==> config.mk <==
export PLATFORM = sky130hd
export DESIGN_NAME = micro_sequencer
export DESIGN_NICKNAME = d
export VERILOG_FILES = /design/src/rtl/ms_pkg.sv /design/src/rtl/ms_stack.sv /design/src/rtl/micro_sequencer.sv
export SDC_FILE = /design/constraint.sdc
export NUM_CORES = 1
export LEC_CHECK = 0
export ABC_AREA = 1
export CORE_UTILIZATION = 50
export DETAILED_ROUTE_END_ITERATION = 8
export MAX_ROUTING_LAYER = met4
export PLACE_DENSITY = 0.87
export SYNTH_ARGS = -nofsm -noshare
export SYNTH_HDL_FRONTEND = slang
export SYNTH_SLANG_ARGS = --single-unit
==> constraint.sdc <==
create_clock -name clk -period 4.6 [get_ports clk]
set_clock_uncertainty 0.15 [all_clocks]
set_input_delay 1.15 -clock clk [delete_from_list [all_inputs] [get_ports clk]]
set_output_delay 1.15 -clock clk [all_outputs]
set_load 0.02 [all_outputs]
==> src/rtl/ms_pkg.sv <==
`default_nettype none
// ---------------------------------------------------------------------------
// ms_pkg
// Shared encodings and defaults for the micro_sequencer block.
// Revision: 1.0
// ---------------------------------------------------------------------------
package ms_pkg;

   localparam int ADDR_W_DEF = 8;
   localparam int COND_MOC   = 1;

   typedef enum logic [2:0] {
      ENC  = 3'b000,
      INC  = 3'b001,
      JMP  = 3'b010,
      CJMP = 3'b011,
      WAIT = 3'b100,
      CENC = 3'b101,
      CALL = 3'b110,
      RET  = 3'b111
   } n_mode_t;

endpackage
`default_nettype wire

==> src/rtl/ms_stack.sv <==
`default_nettype none
// ---------------------------------------------------------------------------
// ms_stack
// LIFO return stack; a push while full overwrites the top entry.
// Revision: 1.0
// ---------------------------------------------------------------------------
module ms_stack #(
   parameter int WIDTH = 8,
   parameter int DEPTH = 4
) (
   input  logic             clk,
   input  logic             reset,
   input  logic             push,
   input  logic             pop,
   input  logic [WIDTH-1:0] din,
   output logic [WIDTH-1:0] dout,
   output logic             full,
   output logic             empty
);

   localparam int PTR_W = $clog2(DEPTH + 1);
   localparam int IDX_W = (DEPTH > 1) ? $clog2(DEPTH) : 1;

   logic [WIDTH-1:0] r_mem [DEPTH];
   logic [PTR_W-1:0] r_sp;
   logic [IDX_W-1:0] w_top_idx;
   logic [IDX_W-1:0] w_wr_idx;

   assign full      = (r_sp == PTR_W'(DEPTH));
   assign empty     = (r_sp == '0);
   assign w_top_idx = IDX_W'(r_sp - PTR_W'(1));
   assign w_wr_idx  = full ? w_top_idx : IDX_W'(r_sp);
   assign dout      = empty ? '0 : r_mem[w_top_idx];

   always_ff @(posedge clk) begin
      if (reset) begin
         r_sp <= '0;
         for (int i = 0; i < DEPTH; i++) begin
            r_mem[i] <= '0;
         end
      end else if (push) begin
         r_mem[w_wr_idx] <= din;
         if (!full) begin
            r_sp <= r_sp + PTR_W'(1);
         end
      end else if (pop && !empty) begin
         r_sp <= r_sp - PTR_W'(1);
      end
   end

endmodule
`default_nettype wire

==> src/rtl/micro_sequencer.sv <==
`default_nettype none
// ---------------------------------------------------------------------------
// micro_sequencer
// Next-microaddress sequencer; optional return stack under MS_RETURN_STACK_EN.
// Revision: 1.0
// ---------------------------------------------------------------------------
module micro_sequencer
   import ms_pkg::*;
#(
   parameter int ADDR_W      = ADDR_W_DEF,
   parameter int STACK_DEPTH = 4
) (
   input  logic              clk,
   input  logic              reset,
   input  logic [2:0]        n,
   input  logic              inv,
   input  logic [2:0]        s,
   input  logic [ADDR_W-1:0] cr,
   input  logic [7:0]        cond,
   input  logic [ADDR_W-1:0] enc_addr,
   input  logic              halt,
   output logic [ADDR_W-1:0] upc,
   output logic              stack_err
);

   logic [ADDR_W-1:0] r_upc;
   logic [ADDR_W-1:0] w_upc_next;
   logic [ADDR_W-1:0] w_upc_inc;
   logic [ADDR_W-1:0] w_ret_addr;
   logic [7:0]        w_cond;
   logic              w_cnd;

   // Source 0 is the always-true condition, so the external bit is discarded.
   assign w_cond    = {cond[7:1], 1'b1};
   assign w_cnd     = w_cond[s] ^ inv;
   assign w_upc_inc = r_upc + ADDR_W'(1);
   assign upc       = r_upc;

`ifdef MS_RETURN_STACK_EN
   logic              w_push;
   logic              w_pop;
   logic              w_full;
   logic              w_empty;
   logic [ADDR_W-1:0] w_stack_dout;
   logic              r_stack_err;
   logic              w_unused;

   assign w_unused   = &{1'b0, cond[0]};
   assign w_push     = !halt && (n == CALL);
   assign w_pop      = !halt && (n == RET);
   assign w_ret_addr = w_empty ? '0 : w_stack_dout;
   assign stack_err  = r_stack_err;

   ms_stack #(
      .WIDTH (ADDR_W),
      .DEPTH (STACK_DEPTH)
   ) u_stack (
      .clk   (clk),
      .reset (reset),
      .push  (w_push),
      .pop   (w_pop),
      .din   (w_upc_inc),
      .dout  (w_stack_dout),
      .full  (w_full),
      .empty (w_empty)
   );

   always_ff @(posedge clk) begin
      if (reset) begin
         r_stack_err <= 1'b0;
      end else if ((w_push && w_full) || (w_pop && w_empty)) begin
         r_stack_err <= 1'b1;
      end
   end
`else
   logic w_unused;

   assign w_unused   = &{1'b0, cond[0], STACK_DEPTH[0]};
   assign w_ret_addr = '0;
   assign stack_err  = 1'b0;
`endif

   always_comb begin
      w_upc_next = w_upc_inc;
      case (n_mode_t'(n))
         ENC:     w_upc_next = enc_addr;
         INC:     w_upc_next = w_upc_inc;
         JMP:     w_upc_next = cr;
         CJMP:    w_upc_next = w_cnd ? cr : w_upc_inc;
         WAIT:    w_upc_next = w_cnd ? w_upc_inc : r_upc;
         CENC:    w_upc_next = w_cnd ? cr : enc_addr;
         CALL:    w_upc_next = cr;
         RET:     w_upc_next = w_ret_addr;
         default: w_upc_next = w_upc_inc;
      endcase
   end

   always_ff @(posedge clk) begin
      if (reset) begin
         r_upc <= '0;
      end else if (!halt) begin
         r_upc <= w_upc_next;
      end
   end

endmodule
`default_nettype wire
**Yosys cells after proc, flatten, opt, wreduce, memory -nomap -nowiden**

Index checks and enable logic that the tools add are counted.

- Bits in latches: 0
- Input port bits: 34
- Memories kept: 0
- Register bits: 8
- Logic and storage cells: 22
- Memory bits (writable): 0
- Output and inout port bits: 9
- Memory bits (read-only): 0

- Div/mod/pow operators: 0
- Equality and inequality tests: 8
- Order comparisons: 1
- Reduce and logical (&&, ||, !) cells: 3
- Multiplexer cells: 6
- Multiply operators: 0
- Bitwise logic cells: 2
- Shift-type cells: 0
- Add/sub/neg operators: 1

Operator list:

| operator | number |
|---|---|
| 8-bit case mux with 7 select lines | 1 |
| 8-bit two-way mux | 3 |
| 3-bit equality test, second input constant | 4 |
| 8-bit by 1-bit adder with 8-bit output, second input constant | 1 |
| 3-bit by 2-bit equality test with 1-bit output, second input constant | 2 |
| 3-bit by 4-bit < comparator with 1-bit output, second input constant | 1 |
| 1-bit binary-select mux with 3-bit select | 1 |
| 3-bit by 1-bit equality test with 1-bit output, second input constant | 1 |
| 3-bit logical NOT | 1 |
| 2-bit != test, second input constant | 1 |
| 2-bit AND reduction | 1 |
| 2-bit OR reduction | 1 |
| 1-bit two-way mux | 1 |
| 1-bit inverter | 1 |
| 1-bit bitwise XOR | 1 |

**Logic depth before layout (Yosys ltp)**

- Depth after elaboration: 5
- Gate-level depth with buffers: 14
- Depth with buffers taken out: 13

**Worst setup path after synthesis**

OpenSTA, ideal clock, no wires.

- Kind: in2reg
- Start point: in s[0]
- End point: reg r_upc[0], in the netlist upc[0]
- Setup time: 127 ps
- Buffers on the path: 1
- Cell stages on the path: 13
- Setup slack: 2189 ps
- Data required time: 4323 ps
- Arrival time: 2133 ps
- Path through: inv_2 nand2_2 nand3_1 nand2_1 nand2_1 nand2_2 nand2_4 nand2_4 o21ai_4 buf_6 nor2_1 nand2_1 a21oi_1

- Longest elaborated chain between the ends: 5
- Elaborated cells on any way between the ends: 8
- Those cells by class: 1 x eq/ne; 5 x mux; 1 x bitwise; 1 x reduce/logical

Ends and longest elaborated chain:

| what | line | RTL |
|---|---|---|
| from (decl) | micro_sequencer.sv:17 | `input logic [2:0] s,` |
| 1-bit binary-select mux with 3-bit select (*) | micro_sequencer.sv:35 | `assign w_cnd = w_cond[s] ^ inv;` |
| 1-bit two-way mux (not written as such) (*) | micro_sequencer.sv:35 |  |
| 1-bit bitwise XOR (*) | micro_sequencer.sv:35 |  |
| 8-bit two-way mux (tied with other cells) | micro_sequencer.sv:91 | `CENC: w_upc_next = w_cnd ? cr : enc_addr;` |
| 8-bit case mux with 7 select lines or 2-bit AND reduction (tied branches) | -- |  |
| to (signal assigned) | micro_sequencer.sv:102 | `r_upc <= w_upc_next;` |
| to (decl) | micro_sequencer.sv:26 | `logic [ADDR_W-1:0] r_upc;` |

Mark *: on every way between the ends. The rest lies on a longest branch, timed or not. The select of a mux whose other input is x is not followed.
A chain may end at the register's enable or synchronous reset.

**Worst setup path in the final report**

- Start point: in s[0]
- End point: reg r_upc[2], in the netlist upc[2]

The elaborated chain is that of the path after synthesis.

==> impl_results.md <==
* Status: finished, final reports clean
* Buf+Inv Stages, Crit Path at 3
* Crit path DAT at 3.09 ns
* Leak Pwr at around 0.00079 uW
* Root Buffer: clkbuf_4
* Worst Path Required at 4.59 ns
* Crit path max fanout at 16
* Cells after DPL at between 200 and 300
* Final worst path period share at 0.675
* Clock Tree Buf Depth at 2
* Largest area contributor in the synthesized netlist: nand3_1
* CTS buffer count at 3
* # hold bufs at CTS at 0
* Most frequent cell after synthesis: nand2_1
* Top cells by area, synth: nand3_1, nand2_1, dfxtp_1, inv_1, nand3_2
* Die area at approximately 2800 um^2
* Critical path class: primary input to register
* Clk pin slew, worst setup/hold paths at roughly 0.050 ns
* H-tree Lvls at 1
* Unique cell type count in the Yosys netlist at 31
* Crit path largest cell delay at 0.59 ns
* Mapped Nets at about 260
* Max Freq at 322 MHz
* Die Height at ~53 um
* Max reg flops at 8
* Asr flop ratio synth at 0
* P&R area growth vs syn at 30.3%
* Initial antenna violation count at 0
* Synth top area share at 0.180
* FF-to-FF End: upc[4]
* Critical-path cell list: clkdlybuf4s50_1 > inv_2 > o21ai_2 > nand3_2 > nand3_4 > nand2_4 > o21ai_4 > inv_1 > o21bai_1 > a21oi_1
* Sink Count at 8
* N_diodes at 0
* Unrepaired setup endpoints after global routing: false
* FP Rows at 17
* Final nets at ~290
* Final setup violation count at 0
* Slew Viols, Final at 0
* Gate Count Post-Synth at 222
* #FFs+latches synth at 8
* Share of layout cells above drive strength 1 at 0.0934
* Post-synth EDFFs at 0
* Io pins at 43
* Syn Area/Cell at 5.75 um^2
* Routed len/inst at roughly 12 um
* Global-route wire length before repair at 5550 um
* Final Hold Viols at 0
* Core Footprint at approximately 2300 um^2
* TritonRoute pass-1 iters at 4
* Maximum number of pins on one net before global-route repair at 17
* Min Tclk post-route at between 3 and 4 ns
* Port Buffer Count at 40
* Hold Slack at between 0.3 and 0.4 ns
* Initial Util at 0.551
* PD cells at ~170 nW/um^2
* Yosys warnings at 0
* R2r setup slk at between 2 and 3 ns
* Vias/cell at ~5.4
* Slew headroom at 0.550
* Critical R2R Launch: upc[0]
* Maxcap violations at 0
* Ys flop type: dfxtp_1
* Core Util, Final at 0.718
* Hold Crit Class: register to register
* Global route overflow at 0
* Worst-Margin Slew at between 0.6 and 0.7 ns
* Crit-path slowest cell: clkdlybuf4s50_1
* Non-Filler Instances at roughly 290
* Most instantiated cells after synthesis: nand2_1, nand3_1, inv_1
* Cell Area, Synth at 1280 um^2
* Worst Min Path Start: upc[7]
* Peak VDD IR at around 0.17 mV
* CTS tree: yes
* Hold Path End: upc[7]
* WHS Path Cells at 2
* Die W at between 50 and 60 um
* CP endpoint kind: register
* Vias in the first global route at around 1300
* Final GP Congestion at 0.890
* Clk_lat worst skew at about 0.25 ns
* Seq/Total Area, Yosys at 0.125
* CP startpoint kind: primary input
* Post-cts sizing count at 0
* Setup TNS Final at 0 ns
* Detailed-route via count at ~1500
* # DRC at 0
* GRT Total Usage at 0.276
* Iteration-0 DRC Markers at 35
* R2R depth at 8
* Cell family with most CP delay: buffers and inverters
* Detailed Route WL at 3370 um
* Post-CTS setup buffers at 0
* DP Wirelength at 2600 um
* Routed Antenna Nets at 0
[power by group]
group | total, uW | internal (uW) | switching, uW
combinational | 149 | 67.7 | 81.1
sequential | 81.6 | 74.5 | 7.08
clock | 50.3 | 29.6 | 20.7
[placed cells by master (no fill, tap or decap), types with 2 or more instances in the layout]
cell type,synthesis,layout
nand2_1,54,54
nand3_1,46,46
clkdlybuf4s50_1,0,40
inv_1,29,29
nor2_1,25,25
nand3_2,10,10
a21oi_1,8,8
dfxtp_1,8,8
o21ai_0,5,5
nand2_2,3,3
a211oi_1,3,3
o21bai_1,3,3
xor2_1,3,3
clkbuf_4,0,3
nand2_4,2,2
xnor2_1,2,2
[kinds of logic after synthesis]
logic type                 share of synthesized area
and+or+nand+nor                                0.559
buffers and inverters                          0.144
AOI/OAI and AO/OA                              0.124
DFF                                            0.125
xor gates and xnor gates                      0.0343
adders and majority gates                    0.00979
other                                        0.00294
[through the flow]
| step | instance area [um^2] | power (uW) | worst slack [ns] |
|---|---|---|---|
| after detailed placement | 1640 | 230 | 1.26 |
| after floorplan | 1280 | 179 | 2.19 |
| after global routing | 1660 | 303 | 1.31 |
| after global placement | 1640 | 228 | 1.29 |
| after CTS | 1660 | 283 | 1.52 |
| final | 1660 | 281 | 1.49 |
[worst max-delay path by stage]
| stage | startpoint | endpoint | slack (ns) | cells past startpoint |
|---|---|---|---|---|
| 3_5_place_dp | s[0] | upc[2] | 1.26 | 13 |
| 4_1_cts | s[0] | upc[2] | 1.52 | 13 |
| 3_3_place_gp | s[0] | upc[2] | 1.29 | 10 |
| 5_1_grt | s[0] | upc[2] | 1.31 | 13 |
| 6_report | s[0] | upc[2] | 1.49 | 10 |
| 2_1_floorplan | s[0] | upc[0] | 2.19 | 13 |
[metal layers]
metal	part of all wire	global-route usage	up-vias
met3	0.056	0.0174	2
met1	0.46	0.321	693
met5	0	-	-
met2	0.47	0.502	49
met4	0.0062	0.0789	0
li1	-	-	798
[worst min-delay path, stage by stage (launching register included)]
cell and delay, ns:
dfxtp_1 0.33, nand2_1 0.07, a21oi_1 0.05
[area by class of cell]
class,instances,area (um^2)
Clock buffer,3,22.5
Sequential cell,8,160
Fill cell,217,654
Timing Repair Buffer,40,400
Multi-Input combinational cell,176,933
Tap cell,28,35.0
Inverter,30,113
(Power assumes the default switching activity.)
